===== src/rtl/note_seq_pkg.sv =====
// rtl/note_seq_pkg.sv - shared states, tempo encodings and slot-length helper for note_sequencer
package note_seq_pkg;

  localparam logic [2:0] ST_IDLE  = 3'd0;
  localparam logic [2:0] ST_FETCH = 3'd1;
  localparam logic [2:0] ST_WAIT  = 3'd2;
  localparam logic [2:0] ST_PLAY  = 3'd3;
  localparam logic [2:0] ST_DONE  = 3'd4;

  localparam logic [1:0] TEMPO_NORM = 2'd0;
  localparam logic [1:0] TEMPO_3Q   = 2'd1;
  localparam logic [1:0] TEMPO_HALF = 2'd2;
  localparam logic [1:0] TEMPO_SLOW = 2'd3;

  localparam logic [7:0] REST = 8'd0;

  // Shift-only scaling keeps the tempo multiplier out of the datapath.
  function automatic logic [31:0] slot_len(input logic [31:0] base, input logic [1:0] sel);
    case (sel)
      TEMPO_3Q:   return (base >> 1) + (base >> 2);
      TEMPO_HALF: return base >> 1;
      TEMPO_SLOW: return base + (base >> 1);
      default:    return base;
    endcase
  endfunction

endpackage


===== src/rtl/note_sequencer_if.sv =====
// rtl/note_sequencer_if.sv - control, song ROM and note output bundle of note_sequencer
interface note_sequencer_if #(parameter int ADDR_W = 8);
  logic              play;
  logic              restart;
  logic [1:0]        tempo_sel;
  logic [ADDR_W-1:0] rom_addr;
  logic [7:0]        rom_note;
  logic [7:0]        note;
  logic              note_valid;
  logic              step;
  logic              done;

  modport master (
    input  play, restart, tempo_sel, rom_note,
    output rom_addr, note, note_valid, step, done
  );

  modport slave (
    output play, restart, tempo_sel, rom_note,
    input  rom_addr, note, note_valid, step, done
  );
endinterface


===== src/rtl/note_sequencer_slot_timer.sv =====
// rtl/note_sequencer_slot_timer.sv - per-slot length latch and counter with pause hold
module slot_timer
  import note_seq_pkg::*;
#(
  parameter int TICK_DIV = 8388608
) (
  input  logic       clk,
  input  logic       rst,
  input  logic       clear,
  input  logic       load,
  input  logic       run,
  input  logic [1:0] tempo_sel,
  output logic       slot_end
);

  logic [31:0] len;
  logic [31:0] count;

  assign slot_end = run && (count == len - 32'd1);

  // Counter parks at L-1 after slot_end; the next load restarts it.
  always_ff @(posedge clk) begin
    if (rst) begin
      count <= 32'd0;
      len   <= 32'(TICK_DIV);
    end else if (clear) begin
      count <= 32'd0;
    end else if (load) begin
      count <= 32'd0;
      len   <= slot_len(32'(TICK_DIV), tempo_sel);
    end else if (run && !slot_end) begin
      count <= count + 32'd1;
    end
  end

endmodule


===== src/rtl/note_sequencer.sv =====
// rtl/note_sequencer.sv - song ROM sequencer FSM; NOTE_SEQ_LOOP_EN selects endless looping playback
module note_sequencer
  import note_seq_pkg::*;
#(
  parameter int TICK_DIV = 8388608,
  parameter int SONG_LEN = 196,
  parameter int ADDR_W   = 8
) (
  input  logic              CLK100MHZ,
  input  logic              rst,
  note_sequencer_if.master  bus
);

  localparam logic [ADDR_W-1:0] LAST_ADDR = ADDR_W'(SONG_LEN - 1);

  logic [2:0]        state;
  logic [ADDR_W-1:0] rom_addr;
  logic [7:0]        note;
  logic              note_valid;
  logic              step;
  logic              done;
  logic              load;
  logic              run;
  logic              slot_end;

  assign load = (state == ST_WAIT) && !bus.restart;
  assign run  = (state == ST_PLAY) && bus.play && !bus.restart;

  slot_timer #(.TICK_DIV(TICK_DIV)) u_slot_timer (
    .clk       (CLK100MHZ),
    .rst       (rst),
    .clear     (bus.restart),
    .load      (load),
    .run       (run),
    .tempo_sel (bus.tempo_sel),
    .slot_end  (slot_end)
  );

  always_ff @(posedge CLK100MHZ) begin
    if (rst) begin
      state      <= ST_IDLE;
      rom_addr   <= '0;
      note       <= REST;
      note_valid <= 1'b0;
      step       <= 1'b0;
      done       <= 1'b0;
    end else if (bus.restart) begin
      rom_addr   <= '0;
      note       <= REST;
      note_valid <= 1'b0;
      step       <= 1'b0;
      done       <= 1'b0;
      state      <= bus.play ? ST_FETCH : ST_IDLE;
    end else begin
      step       <= 1'b0;
      note_valid <= 1'b0;
      case (state)
        ST_IDLE:  if (bus.play) state <= ST_FETCH;
        ST_FETCH: state <= ST_WAIT;
        ST_WAIT: begin
          note       <= bus.rom_note;
          step       <= 1'b1;
          note_valid <= bus.play && (bus.rom_note != REST);
          state      <= ST_PLAY;
        end
        ST_PLAY: begin
          if (slot_end) begin
            if (rom_addr < LAST_ADDR) begin
              rom_addr <= rom_addr + 1'b1;
              state    <= ST_FETCH;
            end else begin
`ifdef NOTE_SEQ_LOOP_EN
              rom_addr <= '0;
              state    <= ST_FETCH;
`else
              note  <= REST;
              done  <= 1'b1;
              state <= ST_DONE;
`endif
            end
          end else begin
            note_valid <= bus.play && (note != REST);
          end
        end
        ST_DONE: state <= ST_DONE;
        default: state <= ST_IDLE;
      endcase
    end
  end

  assign bus.rom_addr   = rom_addr;
  assign bus.note       = note;
  assign bus.note_valid = note_valid;
  assign bus.step       = step;
  assign bus.done       = done;

endmodule


===== src/flat_wrapper.sv =====
// flat-port wrapper written by rule: the top's interface ports become plain ports
module note_sequencer_flat import note_seq_pkg::*;
#(
  parameter int TICK_DIV = 8388608,
  parameter int SONG_LEN = 196,
  parameter int ADDR_W   = 8
)
  (CLK100MHZ, rst, bus_play, bus_restart, bus_tempo_sel, bus_rom_note, bus_rom_addr, bus_note, bus_note_valid, bus_step, bus_done);
  note_sequencer_if #(.ADDR_W(ADDR_W)) bus_i ();
  input  logic CLK100MHZ;
  input  logic rst;
  input wire logic [$bits(bus_i.play)-1:0] bus_play;
  input wire logic [$bits(bus_i.restart)-1:0] bus_restart;
  input wire logic [$bits(bus_i.tempo_sel)-1:0] bus_tempo_sel;
  input wire logic [$bits(bus_i.rom_note)-1:0] bus_rom_note;
  output wire logic [$bits(bus_i.rom_addr)-1:0] bus_rom_addr;
  output wire logic [$bits(bus_i.note)-1:0] bus_note;
  output wire logic [$bits(bus_i.note_valid)-1:0] bus_note_valid;
  output wire logic [$bits(bus_i.step)-1:0] bus_step;
  output wire logic [$bits(bus_i.done)-1:0] bus_done;
  assign bus_i.play = bus_play;
  assign bus_i.restart = bus_restart;
  assign bus_i.tempo_sel = bus_tempo_sel;
  assign bus_i.rom_note = bus_rom_note;
  assign bus_rom_addr = bus_i.rom_addr;
  assign bus_note = bus_i.note;
  assign bus_note_valid = bus_i.note_valid;
  assign bus_step = bus_i.step;
  assign bus_done = bus_i.done;
  note_sequencer #(.TICK_DIV(TICK_DIV), .SONG_LEN(SONG_LEN), .ADDR_W(ADDR_W)) u_core (.CLK100MHZ(CLK100MHZ), .rst(rst), .bus(bus_i));
endmodule

===== config.mk =====
export PLATFORM = sky130hd
export DESIGN_NAME = note_sequencer_flat
export DESIGN_NICKNAME = d
export VERILOG_FILES = /design/src/rtl/note_seq_pkg.sv /design/src/rtl/note_sequencer_if.sv /design/src/rtl/note_sequencer_slot_timer.sv /design/src/rtl/note_sequencer.sv /design/src/flat_wrapper.sv
export SDC_FILE = /design/constraint.sdc
export NUM_CORES = 1
export LEC_CHECK = 0
export ABC_AREA = 1
export CORE_ASPECT_RATIO = 0.5
export CORE_MARGIN = 4
export CORE_UTILIZATION = 40
export CTS_CLUSTER_SIZE = 30
export DETAILED_ROUTE_END_ITERATION = 10
export PLACE_DENSITY = 0.67
export SYNTH_ARGS = -nofsm -noshare
export SYNTH_HDL_FRONTEND = slang
export SYNTH_SLANG_ARGS = --single-unit

===== constraint.sdc =====
create_clock -name CLK100MHZ -period 2 [get_ports CLK100MHZ]
set_input_delay 0.4 -clock CLK100MHZ [delete_from_list [all_inputs] [get_ports CLK100MHZ]]
set_output_delay 0.4 -clock CLK100MHZ [all_outputs]
set_load 0.02 [all_outputs]

# Word-level counts from Yosys, hierarchy flattened
# Cells that the tools add are included.
# classes
add_sub_neg	3
multipliers	0
div_mod_pow	0
magnitude_cmp	1
eq_ne	12
n_shift	0
n_mux	13
bitwise_logic	2
reduce_logical	20
# op_table
operator	n
$pmux W24 S3	1
$add A32 B1 Y32 const B	1
$eq A32 B32 Y1	1
$sub A32 B1 Y32 const B	1
$mux W8	2
$pmux W8 S2	1
$reduce_bool A8 Y1	2
$pmux W3 S5	1
$mux W3	4
$reduce_and A3 Y1	3
$add A8 B1 Y8 const B	1
$lt A8 B8 Y1 const B	1
$logic_and A1 B1 Y1	7
$eq A3 B2 Y1 const B	2
$ne A3 B3 Y1 const B	2
$eq A2 B2 Y1 const B	2
$ne A2 B2 Y1 const B	2
$reduce_and A2 Y1	2
$eq A3 B1 Y1 const B	1
$eq A3 B3 Y1 const B	1
$logic_not A3 Y1	1
$mux W1	3
$reduce_or A3 Y1	1
$eq A2 B1 Y1 const B	1
other kinds (5)	7
# totals
reg_bits	86
latch_bits	0
ram_bits	0
romBits	0
in_bits	14
memories	0

# Depth between registers and ports, before layout
# Gate-level depths: netlist (run 1).
# depth
ltp_word	7
depth_mapped	15

# Modules after synthesis
# A second synthesis (run 1) with hierarchy kept.
# unflattened
cells_unflattened	548
hier_area_um2	3589.7
# by_module_without_submodules
mod	instances	cells_each	area_per_inst_um2	seq_area_each_um2
slot_timer	1	385	2494.9	700.7
note_sequencer	1	163	1094.8	440.4

# Worst setup path after synthesis (run 1)
# OpenSTA, ideal clock, no wires.
# synth_path
path_type	reg-to-reg
startpoint	reg u_core.u_slot_timer.len[21]
endpoint	reg u_core.u_slot_timer.count[26]
setup_ns	0.071
arrival_ns	1.923
t_required_ns	1.929
setup_slack_ns	0.006
stages_incl_launch_ff	15
synth_period_minus_slack_ns	1.994
path_cell_list	dfxtp_1 -> inv_1 -> ha_1 -> ha_1 -> a21oi_1 -> nand2_1 -> nor2_1 -> nand2_1 -> nor2_4 -> nand3b_4 -> nand2_2 -> buf_6 -> buf_8 -> nand2_1 -> a21oi_2
# synth_between
elab_chain_cells	5
# synth_lines
element	line	rtl
from (decl)	note_sequencer_slot_timer.sv:16	logic [31:0] len;
from (signal assigned)	note_sequencer_slot_timer.sv:25	len <= 32'(TICK_DIV);
from (signal assigned)	note_sequencer_slot_timer.sv:30	len <= slot_len(32'(TICK_DIV), tempo_sel);
$sub A32 B1 Y32	note_sequencer_slot_timer.sv:19	assign slot_end = run && (count == len - 32'd1);
$eq A32 B32 Y1	note_sequencer_slot_timer.sv:19	
$logic_and A1 B1 Y1	note_sequencer_slot_timer.sv:19	
$logic_not A1 Y1	note_sequencer_slot_timer.sv:31	end else if (run && !slot_end) begin
$logic_and A1 B1 Y1	note_sequencer_slot_timer.sv:31	
to (signal assigned)	note_sequencer_slot_timer.sv:32	count <= count + 32'd1;
to (decl)	note_sequencer_slot_timer.sv:17	logic [31:0] count;
# Every way passes these cells.
# A chain may end at the register's enable or synchronous reset.

# Worst setup path after layout (run 1)
# layout_path
startpoint	reg u_core.u_slot_timer.len[21]
endpoint	reg u_core.note[3] (netlist: u_core.bus.note[3])
# layout_between
elab_chain_cells	5
# layout_lines
element	line	rtl
$sub A32 B1 Y32	note_sequencer_slot_timer.sv:19	
$eq A32 B32 Y1	note_sequencer_slot_timer.sv:19	
$logic_and A1 B1 Y1	note_sequencer_slot_timer.sv:19	
$ne A2 B2 Y1 (no line)	-	
$reduce_and A3 Y1 (no line)	-	
to (signal assigned)	note_sequencer.sv:61	note <= bus.rom_note;
to (decl)	note_sequencer.sv:18	logic [7:0] note;
# Every way passes these cells.

==> results of run 1 <==
-- flip-flops by register name, indices dropped and copies added, names as in the netlist --
name	cells
u_core.bus.note_valid	1
u_core.bus.done	1
u_core.u_slot_timer.len	3
u_core.bus.step	1
u_core.bus.note	8
u_core.bus.rom_addr	8
u_core.state	3
u_core.u_slot_timer.count	32
-- routing by layer --
metal  vias to the layer above  routed length (um)  global-route usage (%)
li1                       2019                   -                       -
met1                      1826                4940                    25.8
met2                       127                4970                    32.9
met3                        27                 616                    5.71
met4                         0                 303                    7.52
met5                         -                   0                       0
-- layout by cell type, fill, tap and decap left out, drive strengths merged, types with 13 or more instances in the layout --
cell type      count
a21oi             43
buf               43
clkdlybuf4s50     32
dfxtp             57
inv               67
nand2            154
nand3             62
nand3b            13
nand4             16
nor2             102
o21ai             13
xor2              13
-- power breakdown --
part / internal, mW / leakage (nW) / total (mW) / switching (mW)
registers: 1.15 / 0.461 / 1.15 / 0.00735
logic: 0.0911 / 1.39 / 0.202 / 0.111
clock network: 1.15 / 0.162 / 1.71 / 0.555
total: 2.39 / 2.02 / 3.06 / 0.673
-- cell families (layout without fill, tap and decap cells) --
kind of cell,Yosys count,count (layout)
xor gates and xnor gates,15,15
DFF,57,57
buffers and inverters,85,162
adders and majority gates,6,6
AOI/OAI and AO/OA,58,58
and+or+nand+nor,359,361
-- through the flow --
step                power, mW  instances
floorplan                1.28        580
detailed placement       1.36        745
finish                   3.06        776
global placement         1.36        745
CTS                      3.07        768
global route             3.16        776
-- critical path: cells and delay by family (launching register included) --
| family | cells | cell delay [ps] |
|---|---|---|
| compound gates | 1 | 170 |
| fa+ha+maj | 2 | 430 |
| buf+inv | 2 | 200 |
| flops | 1 | 330 |
| simple gates | 8 | 840 |
-- layout make-up --
| class | count | area share, % |
|---|---|---|
| flip-flops and latches | 57 | 22.0 |
| clock buffers | 11 | 4.87 |
| well taps | 117 | 2.82 |
| repair buffers | 76 | 15.9 |
| inverters | 70 | 5.16 |
| multi-input cells | 440 | 47.7 |
| clock inverters | 5 | 1.49 |
-- repair_timing --
action,4_1_cts,5_1_grt
buffers inserted,5,7
setup endpoints to repair,50,52
pin swaps,9,24
gates resized for setup,13,83
cloned,3,4
-- how the worst max path moves through the flow --
stage                                                  to  slack (ps)  cells after the start
5_1_grt                   u_core.bus.note[7]$_SDFFE_PP0P_        -180                     13
3_3_place_gp          u_core.bus.rom_addr[5]$_SDFFE_PP0P_        -130                     10
4_1_cts         u_core.u_slot_timer.count[0]$_SDFFE_PP0P_          -3                     15
2_1_floorplan  u_core.u_slot_timer.count[26]$_SDFFE_PP0P_           6                     14
6_report                  u_core.bus.note[3]$_SDFFE_PP0P_         -70                     13
3_5_place_dp          u_core.bus.rom_addr[3]$_SDFFE_PP0P_        -170                     10
==> metrics, run 1 <==
critical path data arrival time 2300 ps; critical path peak fanout 8; mux contribution to synthesized area 0%; IO buf count 32; post-synthesis compound-gate area fraction 9.09%; remaining antenna violation count 0; Reg clk slew, reported paths 50 ps; Leakage 2.02 nW; Hold WC Path Type reg2reg; Worst Clk Skew around 8.7 ps; CP Launch Type flip-flop; RSZ-0062 raised after global routing yes; vias 3,999; Setup crit start u_core.u_slot_timer.len[21]$_SDFFE_PP0P_; Die W 143 um; Total Neg Setup Slack -360 ps; max incr delay on CP 330 ps; I/O pins 33; Yosys Warn Count 0; Worst Setup Slack, final -67.8 ps; Row Count 24; CP Capture Type flip-flop; pre-CTS WS -173 ps; Synth top cells by count nand2_1 (151), nor2_1 (96), inv_1 (66); grt total ovfl 0; Final Cell Area 5190 um^2; final setup violation count 10; Area Overhead vs Synth 41.9%; Util after Layout 59.0%; detail-routed net length per standard cell roughly 14 um; Mapped Area 3660 um^2; Initial Util 41.6%; initial drt markers ~280; die area 10,800 um^2; peak supply drop 438 uV; Die H 75.6 um; number of synthesized register bits 57; layout cell share with drive strength beyond 1 22.2%; post-detail-place hpwl 6.95 mm; most used flip-flop cell after synthesis dfxtp_1; syn_area_per_cell 6.31 um^2; # DRC 0; maximum clock frequency 484 MHz; Clock Root Buffer clkbuf_16; Hold Buf Count CTS 0; failing checks setup timing; Power Density 590 nW/um^2; cells taking the most area after synthesis dfxtp_1 (31%), nand2_1 (15%), nor2_1 (9.8%); Final Hold Fails 0; CTS Buf Count 9; EDFF count, synth 0; CTS tree yes; GPL Wtd Cong around 0.94; worst r2r src u_core.u_slot_timer.len[21]$_SDFFE_PP0P_; Worst EP required 2230 ps; WHS 467 ps; H-tree Lvls 3; DP Area ~4300 um^2; largest family of logic cells by synthesized area simple AND/OR/NAND/NOR gates; post-route minimum period 2070 ps; Tightest Pin Transition 391 ps; Adder-Cell Fraction of Synth Area 2.05%; Global Route Usage Sum 20.1%; fin. max-slew vios 0; R2R setup slack -70 ps; area of the multi-input gates 2480 um^2; Slowest-stage cell, CP dfxtp_2; area of the core about 8800 um^2; worst r2r dst u_core.bus.note[3]$_SDFFE_PP0P_; largest net degree at the start of global routing 28; WL final 10.8 mm; MaxCap Viol Count 0; TritonRoute pass-1 iters 4; Syn Nets 600; Post-synth ARST share 0%; initial antenna violation count 0; R2R depth 13; outcome complete, but fails checks; first-pass GRT wire length 17.3 mm; Synth Area in Simple Gates 44.5%; top-count cell post-synth nand2_1; Antenna diodes 0; Final #Nets 674; register area ~1100 um^2; post-synthesis xor/xnor area fraction 3.59%; Worst Min Path Start u_core.bus.rom_addr[7]$_SDFFE_PP0P_; Tcrit/Tclk final 103%; Yosys top cell area share 31.2%; worst path cell trace inv_2 > ha_4 > ha_4 > nor2_2 > nor2_1 > nand2_1 > nor2_2 > nand3_2 > nor2_4 > buf_12 > nand3_4 > a21oi_2 > nor2_1; Slew HR around three quarters; clk sinks 57; WHS Path Cells 2; clk_lat worst skew 340 ps; Worst Hold Endpoint u_core.bus.rom_addr[7]$_SDFFE_PP0P_; Crit Path Category reg2reg; Synth area leader dfxtp_1; # fillers around 810; drt via density 5.15; count of cell types in the netlist 36; Bufs on Longest Clock Path 2; Seq/Total Area, Yosys 31.2%; Post-Syn Instances 580; vias in the first global route 3,672
(Power assumes the default switching activity.)
==> run 2, diff against run 1 <==
--- a/config.mk
+++ b/config.mk
@@ -11,6 +11,7 @@
 export CORE_UTILIZATION = 40
 export CTS_CLUSTER_SIZE = 30
 export DETAILED_ROUTE_END_ITERATION = 10
+export GPL_TIMING_DRIVEN = 0
 export PLACE_DENSITY = 0.67
 export SYNTH_ARGS = -nofsm -noshare
 export SYNTH_HDL_FRONTEND = slang
==> run 2 against run 1 <==
Compared with the run above: the flow still finishes with violations (setup timing); critical path depth up 2; total power down 0.52%; final area decreased by 5.3%; combinational power shrank 4%; final cell count decreased by 1.8%; critical endpoint is now u_core.u_slot_timer.count[14]$_SDFFE_PP0P_; largest cell class unchanged.
==> metrics, run 2 (synthesis gave the netlist of run 1 again) <==
outcome complete, but fails checks; failing checks setup timing; Tightest Pin Transition 669 ps; critical path data arrival time 2350 ps; initial antenna violation count 0; Leakage 1.87 nW; drt via density 5.07; H-tree Lvls 3; Crit Path Category reg2reg; clk_lat worst skew about 340 ps; GPL Wtd Cong 1.01; layout cell share with drive strength beyond 1 18.6%; Clock power frac 55.8%; initial drt markers around 300; Final Hold Fails 0; Worst EP required around 2300 ps; worst r2r dst u_core.u_slot_timer.count[14]$_SDFFE_PP0P_; R2R setup slack -90 ps; I/O pins 33; peak supply drop 413 uV; Internal Power 2.39 mW; Area Overhead vs Synth 34.5%; most frequent cells in the layout nand2_1 (134), nor2_1 (91), inv_1 (63); Worst Setup Slack, final -86.2 ps; NetSw 661 uW; first-pass GRT wire length 17.2 mm; Global Route Usage Sum about a fifth; detail-routed net length per standard cell 13.5 um; Comb power frac under 10%; largest net degree at the start of global routing 11; max reg flops 32; cell count along the critical path 15; crit path to u_core.u_slot_timer.count[14]$_SDFFE_PP0P_; Setup crit start u_core.u_slot_timer.len[21]$_SDFFE_PP0P_; IO buf count 32; WHS 431 ps; Hold Buf Count CTS 0; Largest regs u_core.u_slot_timer.count (32), u_core.bus.note (8), u_core.bus.rom_addr (8); Bufs on Longest Clock Path 2; post-route minimum period around 2100 ps; Power Density around 620 nW/um^2; Clock Root Buffer clkbuf_16; Worst Clk Skew 4.83 ps; area of the core 8800 um^2; Antenna diodes 0; max incr delay on CP 320 ps; Slew HR 55.4%; maximum clock frequency 479 MHz; remaining antenna violation count 0; worst r2r src u_core.u_slot_timer.len[21]$_SDFFE_PP0P_; # fillers 839; TritonRoute pass-1 iters 5; worst path cell trace inv_2 > ha_4 > ha_4 > a21oi_2 > nand2_1 > nor2_1 > nand2_1 > nor2_4 > nand3b_4 > nand2_4 > buf_6 > buf_12 > buf_12 > nand2_2 > a21oi_2; die area 10,800 um^2; vias in the first global route 3,665; CP bufs+invs 4; fin. max-slew vios 0; Reg clk slew, reported paths ~50 ps; # DRC 0; Reg power frac 37.9%; CP Capture Type flip-flop; Sw Ratio between 20% and 30%; CP Launch Type flip-flop; kind of cell adding the most delay to the critical path simple AND/OR/NAND/NOR gates; Slowest-stage cell, CP dfxtp_2; Initial Util 41.6%; CTS Buf Count 9; final setup violation count 19; R2R depth 15; RSZ-0062 raised after global routing yes; vias about 3,900; Row Count 24; Final #Nets 660; critical path peak fanout 8; clk sinks 57; Top reg by flops u_core.u_slot_timer.count; post-detail-place hpwl 7.20 mm; Util after Layout 55.9%; MaxCap Viol Count 0; Tcrit/Tclk final 104%; Die W between 100 and 150 um; WL final 10.3 mm; Die H 75.6 um; commonest non-fill, non-tap cell in the layout nand2_1; Hold WC Path Type in2reg; CTS tree yes; grt total ovfl 0
[run 2: layout make-up]
cell class                 instances  area, um^2  area share, %
buffer                            15         111           2.26
clock buffer                      12         256           5.21
clock inverter                     4        75.1           1.53
inverter                          70         265           5.39
multi-input combinational        438        2390           48.6
sequential                        57        1140           23.2
tap                              117         146           2.97
timing repair buffer              49         531           10.8
[run 2: power by group through the flow]
stage | combinational, mW | sequential [mW] | clock, mW
final | 0.194 | 1.15 | 1.70
after global routing | 0.218 | 1.15 | 1.77
after CTS | 0.185 | 1.15 | 1.72
after detailed placement | 0.163 | 1.18 | 0
after global placement | 0.161 | 1.18 | 0
after floorplan | 0.0967 | 1.18 | 0
[run 2: repair_timing]
| action | CTS | global route |
|---|---|---|
| cloned | 2 | 0 |
| endpoints found under the setup margin | 53 | 53 |
| resized for setup | 40 | 49 |
| hold endpoints to repair | 0 | 0 |
| pin swaps | 18 | 25 |
| buffers inserted | 13 | 2 |
[run 2: worst min path at each step]
stage	startpoint	to	cells after the start
floorplan	u_core.u_slot_timer.len[23]$_SDFFE_PP1P_	u_core.u_slot_timer.len[23]$_SDFFE_PP1P_	2
global placement	u_core.bus.done$_SDFFE_PP0P_	u_core.bus.done$_SDFFE_PP0P_	2
detailed placement	u_core.bus.done$_SDFFE_PP0P_	u_core.bus.done$_SDFFE_PP0P_	2
CTS	u_core.bus.done$_SDFFE_PP0P_	u_core.bus.done$_SDFFE_PP0P_	2
global route	rst	u_core.state[1]$_SDFFE_PP0P_	2
finish	rst	u_core.state[0]$_SDFFE_PP0P_	2
[run 2: layer usage]
layer	wire length, um	up-vias	global-route usage [%]	share of wire (%)
met5	0	-	0	0
met4	272	0	8.98	2.6
met1	4810	1752	25.3	47
li1	-	1985	-	-
met3	585	29	5.39	5.7
met2	4650	99	33.3	45
[run 2: stage by stage]
stage                     worst slack [ps]  instances  power [mW]  instance area [um^2]  TNS (ps)
after floorplan                       5.93        580        1.28                  3660         0
after global placement                -741        729        1.34                  4130    -25780
after detailed placement              -732        729        1.34                  4130    -26490
after CTS                            -58.4        760        3.06                  4750     -1150
after global routing                  -202        762        3.14                  4920     -4780
final                                -86.2        762        3.05                  4920      -679
